`config.mk`:
```
export PLATFORM = sky130hd
export DESIGN_NAME = seq_divider
export DESIGN_NICKNAME = d
export VERILOG_FILES = /design/src/rtl/seq_divider.sv
export SDC_FILE = /design/constraint.sdc
export NUM_CORES = 1
export LEC_CHECK = 0
export CORE_MARGIN = 4
export CORE_UTILIZATION = 51
export CTS_BUF_LIST = sky130_fd_sc_hd__clkbuf_4 sky130_fd_sc_hd__clkbuf_8 sky130_fd_sc_hd__clkbuf_16
export DETAILED_ROUTE_END_ITERATION = 12
export DONT_BUFFER_PORTS = 1
export GPL_TIMING_DRIVEN = 0
export PLACE_DENSITY = 0.66
export SLEW_MARGIN = 10
export SYNTH_ARGS = -nofsm -noshare
export SYNTH_HDL_FRONTEND = slang
export SYNTH_SLANG_ARGS = --single-unit
```
`constraint.sdc`:
```
create_clock -name clk -period 5.72 [get_ports clk]
set_input_delay 0.572 -clock clk [delete_from_list [all_inputs] [get_ports clk]]
set_output_delay 0.572 -clock clk [all_outputs]
set_load 0.01 [all_outputs]
```
`src/rtl/seq_divider.sv`:
```
// Multi-cycle restoring shift-subtract divider (quotient -> LO, remainder -> HI).
// Signed operation is built only when SEQ_DIV_SIGNED_EN is defined; otherwise signed_mode is ignored.
//
// state  | meaning
// S_IDLE | waiting for start; operands latched on acceptance
// S_PREP | sign capture, absolute values, counter load
// S_ITER | one restoring step per cycle, WIDTH cycles
// S_FIXUP| apply signs and register results
// S_DONE | one-cycle done pulse
module seq_divider #(
   parameter int WIDTH = 32
) (
   input  logic             clk,
   input  logic             clr,
   input  logic             start,
   input  logic             signed_mode,
   input  logic [WIDTH-1:0] dividend,
   input  logic [WIDTH-1:0] divisor,
   output logic             busy,
   output logic             done,
   output logic [WIDTH-1:0] quotient,
   output logic [WIDTH-1:0] remainder,
   output logic             div_by_zero
);

   localparam int CW = $clog2(WIDTH + 1);

   typedef enum logic [2:0] {S_IDLE, S_PREP, S_ITER, S_FIXUP, S_DONE} state_t;

   state_t           state_q, state_d;
   logic [CW-1:0]    cnt_q, cnt_d;
   logic [WIDTH-1:0] rem_q, rem_d;
   logic [WIDTH-1:0] quo_q, quo_d;
   logic [WIDTH-1:0] dvs_q, dvs_d;
   logic [WIDTH-1:0] orig_q, orig_d;
   logic             negq_q, negq_d;
   logic             negr_q, negr_d;
   logic             busy_q, busy_d;
   logic             done_q, done_d;
   logic [WIDTH-1:0] quotient_q, quotient_d;
   logic [WIDTH-1:0] remainder_q, remainder_d;
   logic             dbz_q, dbz_d;
   logic             sign_a, sign_b;
   logic [WIDTH:0]   shifted, diff;

`ifdef SEQ_DIV_SIGNED_EN
   logic mode_q, mode_d;
`else
   logic unused_signed_mode;
   assign unused_signed_mode = signed_mode;
`endif

   always_comb begin
      state_d     = state_q;
      cnt_d       = cnt_q;
      rem_d       = rem_q;
      quo_d       = quo_q;
      dvs_d       = dvs_q;
      orig_d      = orig_q;
      negq_d      = negq_q;
      negr_d      = negr_q;
      busy_d      = busy_q;
      done_d      = 1'b0;
      quotient_d  = quotient_q;
      remainder_d = remainder_q;
      dbz_d       = dbz_q;
`ifdef SEQ_DIV_SIGNED_EN
      mode_d      = mode_q;
      sign_a      = mode_q & quo_q[WIDTH-1];
      sign_b      = mode_q & dvs_q[WIDTH-1];
`else
      sign_a      = 1'b0;
      sign_b      = 1'b0;
`endif
      shifted     = {rem_q, quo_q[WIDTH-1]};
      diff        = shifted - {1'b0, dvs_q};

      case (state_q)
         S_IDLE: begin
            if (start) begin
               quo_d   = dividend;
               orig_d  = dividend;
               dvs_d   = divisor;
`ifdef SEQ_DIV_SIGNED_EN
               mode_d  = signed_mode;
`endif
               busy_d  = 1'b1;
               state_d = S_PREP;
            end
         end
         S_PREP: begin
            negq_d = sign_a ^ sign_b;
            negr_d = sign_a;
            if (sign_a) quo_d = -quo_q;
            if (sign_b) dvs_d = -dvs_q;
            rem_d  = '0;
            // A zero divisor idles one extra FIXUP cycle so its latency is three edges.
            if (dvs_q == '0) begin
               cnt_d   = CW'(1);
               state_d = S_FIXUP;
            end else begin
               cnt_d   = CW'(WIDTH);
               state_d = S_ITER;
            end
         end
         S_ITER: begin
            // Partial remainder stays below the divisor, so diff never overflows WIDTH+1 bits.
            if (!diff[WIDTH]) begin
               rem_d = diff[WIDTH-1:0];
               quo_d = {quo_q[WIDTH-2:0], 1'b1};
            end else begin
               rem_d = shifted[WIDTH-1:0];
               quo_d = {quo_q[WIDTH-2:0], 1'b0};
            end
            cnt_d = cnt_q - CW'(1);
            if (cnt_q == CW'(1)) state_d = S_FIXUP;
         end
         S_FIXUP: begin
            if (cnt_q != '0) begin
               cnt_d = cnt_q - CW'(1);
            end else begin
               if (dvs_q == '0) begin
                  quotient_d  = '1;
                  remainder_d = orig_q;
                  dbz_d       = 1'b1;
               end else begin
                  quotient_d  = negq_q ? -quo_q : quo_q;
                  remainder_d = negr_q ? -rem_q : rem_q;
                  dbz_d       = 1'b0;
               end
               done_d  = 1'b1;
               state_d = S_DONE;
            end
         end
         S_DONE: begin
            busy_d  = 1'b0;
            state_d = S_IDLE;
         end
         default: begin
            busy_d  = 1'b0;
            state_d = S_IDLE;
         end
      endcase
   end

   always_ff @(posedge clk) begin
      if (clr) begin
         state_q     <= S_IDLE;
         cnt_q       <= '0;
         rem_q       <= '0;
         quo_q       <= '0;
         dvs_q       <= '0;
         orig_q      <= '0;
         negq_q      <= 1'b0;
         negr_q      <= 1'b0;
         busy_q      <= 1'b0;
         done_q      <= 1'b0;
         quotient_q  <= '0;
         remainder_q <= '0;
         dbz_q       <= 1'b0;
`ifdef SEQ_DIV_SIGNED_EN
         mode_q      <= 1'b0;
`endif
      end else begin
         state_q     <= state_d;
         cnt_q       <= cnt_d;
         rem_q       <= rem_d;
         quo_q       <= quo_d;
         dvs_q       <= dvs_d;
         orig_q      <= orig_d;
         negq_q      <= negq_d;
         negr_q      <= negr_d;
         busy_q      <= busy_d;
         done_q      <= done_d;
         quotient_q  <= quotient_d;
         remainder_q <= remainder_d;
         dbz_q       <= dbz_d;
`ifdef SEQ_DIV_SIGNED_EN
         mode_q      <= mode_d;
`endif
      end
   end

   assign busy        = busy_q;
   assign done        = done_q;
   assign quotient    = quotient_q;
   assign remainder   = remainder_q;
   assign div_by_zero = dbz_q;

endmodule

```
==> PnR_summary.wiki <==
{| class="wikitable"
! Metric !! Value
|-
| Net switching share of the total power || 0.325
|-
| Psw || 1410 µW
|-
| Max-slew violation total from the final report || 0
|-
| Starting density of the core || 0.525
|-
| Commonest cells in the netlist || sky130_fd_sc_hd__nand2_1, sky130_fd_sc_hd__dfxtp_1, sky130_fd_sc_hd__a21oi_1
|-
| Clock network latency to the later pin of the worst-skew pair || 530 ps
|-
| Post-CTS setup-driven buffer insertion count || 0
|-
| Launching element type of the critical path || flip-flop
|-
| Count of port buffers added during placement || 0
|-
| Aggregate routed wire length || 26.0 mm
|-
| RSZ-0062 raised after global routing || false
|-
| Largest net degree at the start of global routing || 13
|-
| Global-route usage over all layers || 0.241
|-
| Final min period || 3310 ps
|-
| Worst Setup EP || rem_q[26]$_SDFFE_PP0P_
|-
| Avg Synthesized Cell Area || 8.02 µm²
|-
| Maximum root-to-sink buffer count || 3
|-
| Via-to-Cell Ratio || 5.67
|-
| Flop and latch count out of synthesis || 204
|-
| Series of cell instances along the critical path || inv_1, ha_1, inv_1, fa_1, a211oi_2, o21ai_2, o2111ai_2, a211oi_2, o211ai_1, a21boi_1, nor2_4, buf_6, nand2_1, o21ai_1
|-
| Portion of the post-synthesis area used by sequential elements || 0.427
|-
| Number of buffer and inverter stages on the critical path || 3
|-
| Die height || 145 µm
|-
| Fraction of final layout cells sized beyond drive strength 1 || 0.0455
|-
| Core footprint || 0.0182 mm²
|-
| Top-area cell type share of the netlist area || 0.427
|-
| Via count of the first global-routing pass || 7893
|-
| Cell-internal power || 2920 µW
|-
| Count of flip-flops with a built-in enable after synthesis || 0
|-
| Final setup TNS || 0 ps
|-
| Final-report setup violation count || 0
|-
| Post-Layout Inst Area || 0.0106 mm²
|-
| Required @ worst endpoint || 6170 ps
|-
| Number of remaining DRC errors || 0
|-
| Total number of yosys warnings || 0
|-
| Top_reg_cell synth || sky130_fd_sc_hd__dfxtp_1
|-
| Clock network power share || 0.344
|-
| Number of clock sinks || 204
|-
| Type of the worst min-delay path || primary input to flip-flop
|-
| Placed instance area || 0.00985 mm²
|-
| Portion of the clock cycle consumed by the worst path in the final layout || 0.578
|-
| Area enclosed by the die boundary || 0.0210 mm²
|-
| Clk slew on worst S/H paths || 60 ps
|-
| Cell at the root of the clock tree || sky130_fd_sc_hd__clkbuf_16
|-
| CP Capture Type || flip-flop
|-
| Count of cells resized by post-cts repair || 0
|-
| Leak pwr || 0.00375 µW
|-
| Top post-synthesis cells by area || sky130_fd_sc_hd__dfxtp_1, sky130_fd_sc_hd__nand2_1, sky130_fd_sc_hd__mux2i_1
|-
| Nets@finish || 1321
|-
| Final number of hold-violating endpoints || 0
|-
| Nets in the synthesized netlist || 1296
|-
| Tightest slew margin relative to the limit || 0.304
|-
| Worst endpoint data arrival time || 3760 ps
|-
| Routed vias || 8286
|-
| I/O Pins || 135
|-
| Count of maximum capacitance violations || 0
|-
| Number of standard cells in the final layout excluding fillers || 1461
|-
| Fraction of power consumed by combinational cells || 0.274
|-
| Cell count after placement || 1421
|-
| Cell taking the most area after synthesis || sky130_fd_sc_hd__dfxtp_1
|-
| Number of routed nets with antenna violations || 0
|-
| # H-tree levels || 1
|-
| Routability congestion estimate || 0.936
|-
| Register-to-register setup slack || 2410 ps
|-
| Max stage delay on crit path || 430 ps
|-
| Worst setup path start || quo_q[31]$_SDFFE_PP0P_
|-
| Hold-fix buffers, CTS || 0
|-
| Top delay family on crit path || compound AO/OA/AOI/OAI gates
|-
| Row count || 49
|-
| Global-route wire length before repair || 42.3 mm
|-
| Post-Synthesis Cell Area || 0.00956 mm²
|-
| HPWL after DPL || 19.7 mm
|-
| Mapped Cells || 1192
|-
| First-pass iteration count of the detailed router || 5
|-
| CTS tree || built
|-
| Maximum VDD drop || 290 µV
|-
| Worst reg2reg path depth || 14
|-
| Inserted Diodes || 0
|-
| Violation count after the first detailed-routing iteration || 601
|-
| Highest clock rate || 0.303 GHz
|-
| TritonCTS buffer count || 23
|-
| Part of the total power dissipated in sequential elements || 0.382
|-
| Total Power Consumption || 4330 µW
|-
| Crit path kind || flip-flop to flip-flop
|-
| Transition time at the pin with the least slew margin || 1040 ps
|-
| Avg WL per Cell || 17.8 µm
|-
| Reg2reg start || quo_q[31]$_SDFFE_PP0P_
|-
| Cell with the biggest individual delay on the critical path || sky130_fd_sc_hd__fa_1
|-
| Remaining global-route overflow || 0
|-
| Outcome || complete, no violations
|-
| Crit-path max FO || 10
|-
| Most numerous cell in the Yosys netlist || sky130_fd_sc_hd__nand2_1
|-
| Async set-reset flop share out of synthesis || 0
|-
| Final clock skew || 12.0 ps
|-
| Number of stages on the worst setup path || 14
|-
| Area growth from synthesis to layout || 11.0%
|-
| RR Endpoint || rem_q[26]$_SDFFE_PP0P_
|-
| Number of antenna violations at the first check in global routing || 0
|-
| Die Span X || 145 µm
|-
| Number of library cell types mapped by synthesis || 52
|-
| Power Dens Cells || 408 mW/mm²
|}
-- layout by cell type (no fill, tap or decap), types with 5 or more instances in the layout --
| cell | instances |
|---|---|
| sky130_fd_sc_hd__o21ai_1 | 6 |
| sky130_fd_sc_hd__clkbuf_1 | 65 |
| sky130_fd_sc_hd__clkbuf_8 | 5 |
| sky130_fd_sc_hd__ha_1 | 35 |
| sky130_fd_sc_hd__o211ai_1 | 6 |
| sky130_fd_sc_hd__o21ai_0 | 48 |
| sky130_fd_sc_hd__a211oi_1 | 37 |
| sky130_fd_sc_hd__xnor2_1 | 18 |
| sky130_fd_sc_hd__nor4_1 | 11 |
| sky130_fd_sc_hd__clkbuf_16 | 23 |
| sky130_fd_sc_hd__nor2_1 | 98 |
| sky130_fd_sc_hd__nand2_1 | 242 |
| sky130_fd_sc_hd__buf_1 | 8 |
| sky130_fd_sc_hd__a21oi_1 | 102 |
| sky130_fd_sc_hd__inv_1 | 40 |
| sky130_fd_sc_hd__dfxtp_1 | 204 |
| sky130_fd_sc_hd__a32oi_1 | 5 |
| sky130_fd_sc_hd__a31oi_1 | 34 |
| sky130_fd_sc_hd__nand3_1 | 8 |
| sky130_fd_sc_hd__nor3_1 | 75 |
| sky130_fd_sc_hd__clkbuf_4 | 8 |
| sky130_fd_sc_hd__nand4_1 | 7 |
| sky130_fd_sc_hd__a21o_1 | 12 |
| sky130_fd_sc_hd__o21a_1 | 6 |
| sky130_fd_sc_hd__a211o_1 | 5 |
| sky130_fd_sc_hd__mux2i_1 | 54 |
| sky130_fd_sc_hd__xor2_1 | 13 |
-- layer usage --
| metal | part of all wire | wire, µm | global-route usage |
|---|---|---|---|
| met1 | 0.46 | 11900 | 0.332 |
| met2 | 0.45 | 11700 | 0.387 |
| met3 | 0.060 | 1570 | 0.0415 |
| met4 | 0.033 | 870 | 0.0774 |
| met5 | 0 | 0 | 0 |
-- power by group through the flow --
stage | Combinational, µW | Clock (µW) | Sequential (µW)
after global placement | 1170 | 0 | 1680
after detailed placement | 1180 | 0 | 1680
after global routing | 1320 | 1570 | 1670
after floorplan | 948 | 0 | 1640
after CTS | 1180 | 1510 | 1650
final | 1190 | 1490 | 1660
-- registers in the layout (all words and copies together) (netlist names) --
register and count:
quo_q 32, div_by_zero 1, state_q 3, cnt_q 6, dvs_q 32, busy 1, quotient 32, rem_q 32
done 1, orig_q 32, remainder 32
-- area by class of cell --
cell class,instances,area (µm²)
Buffer,78,324
Clock buffer,36,704
Clock inverter,4,60.1
Fill cell,1741,7600
Inverter,40,150
Multi-Input combinational cell,870,5000
Sequential cell,204,4080
Tap cell,229,287
-- kinds of logic (layout without fill, tap and decap cells) --
group	Yosys count	in the layout	share of synthesized area
flip-flops	204	204	0.427
AND/OR/NAND/NOR	465	465	0.207
adder cells (fa/ha/maj)	36	36	0.0479
AO/OA/AOI/OAI	284	284	0.183
multiplexers	54	54	0.0565
buffers and inverters	118	158	0.0496
XOR/XNOR	31	31	0.0284
-- per-stage QoR --
step | util | setup slack [ps] | hold slack, ps
2_1_floorplan | - | 2970 | 436
3_3_place_gp | 0.541 | 2460 | 444
3_5_place_dp | 0.541 | 2460 | 448
4_1_cts | 0.583 | 2430 | 164
5_1_grt | 0.583 | 2190 | 174
6_report | 0.583 | 2410 | 177
-- worst min path at each step --
stage / from / end / slack (ps) / depth (start not counted)
after CTS: divisor[20] / dvs_q[20]$_SDFFE_PP0P_ / 160 / 2
after global routing: divisor[4] / dvs_q[4]$_SDFFE_PP0P_ / 170 / 2
final: divisor[14] / dvs_q[14]$_SDFFE_PP0P_ / 180 / 2
after floorplan: orig_q[0]$_SDFFE_PP0P_ / orig_q[0]$_SDFFE_PP0P_ / 440 / 2
after detailed placement: orig_q[31]$_SDFFE_PP0P_ / orig_q[31]$_SDFFE_PP0P_ / 450 / 2
after global placement: orig_q[27]$_SDFFE_PP0P_ / orig_q[27]$_SDFFE_PP0P_ / 440 / 2
No activity file was read; power rests on OpenSTA's default activity.
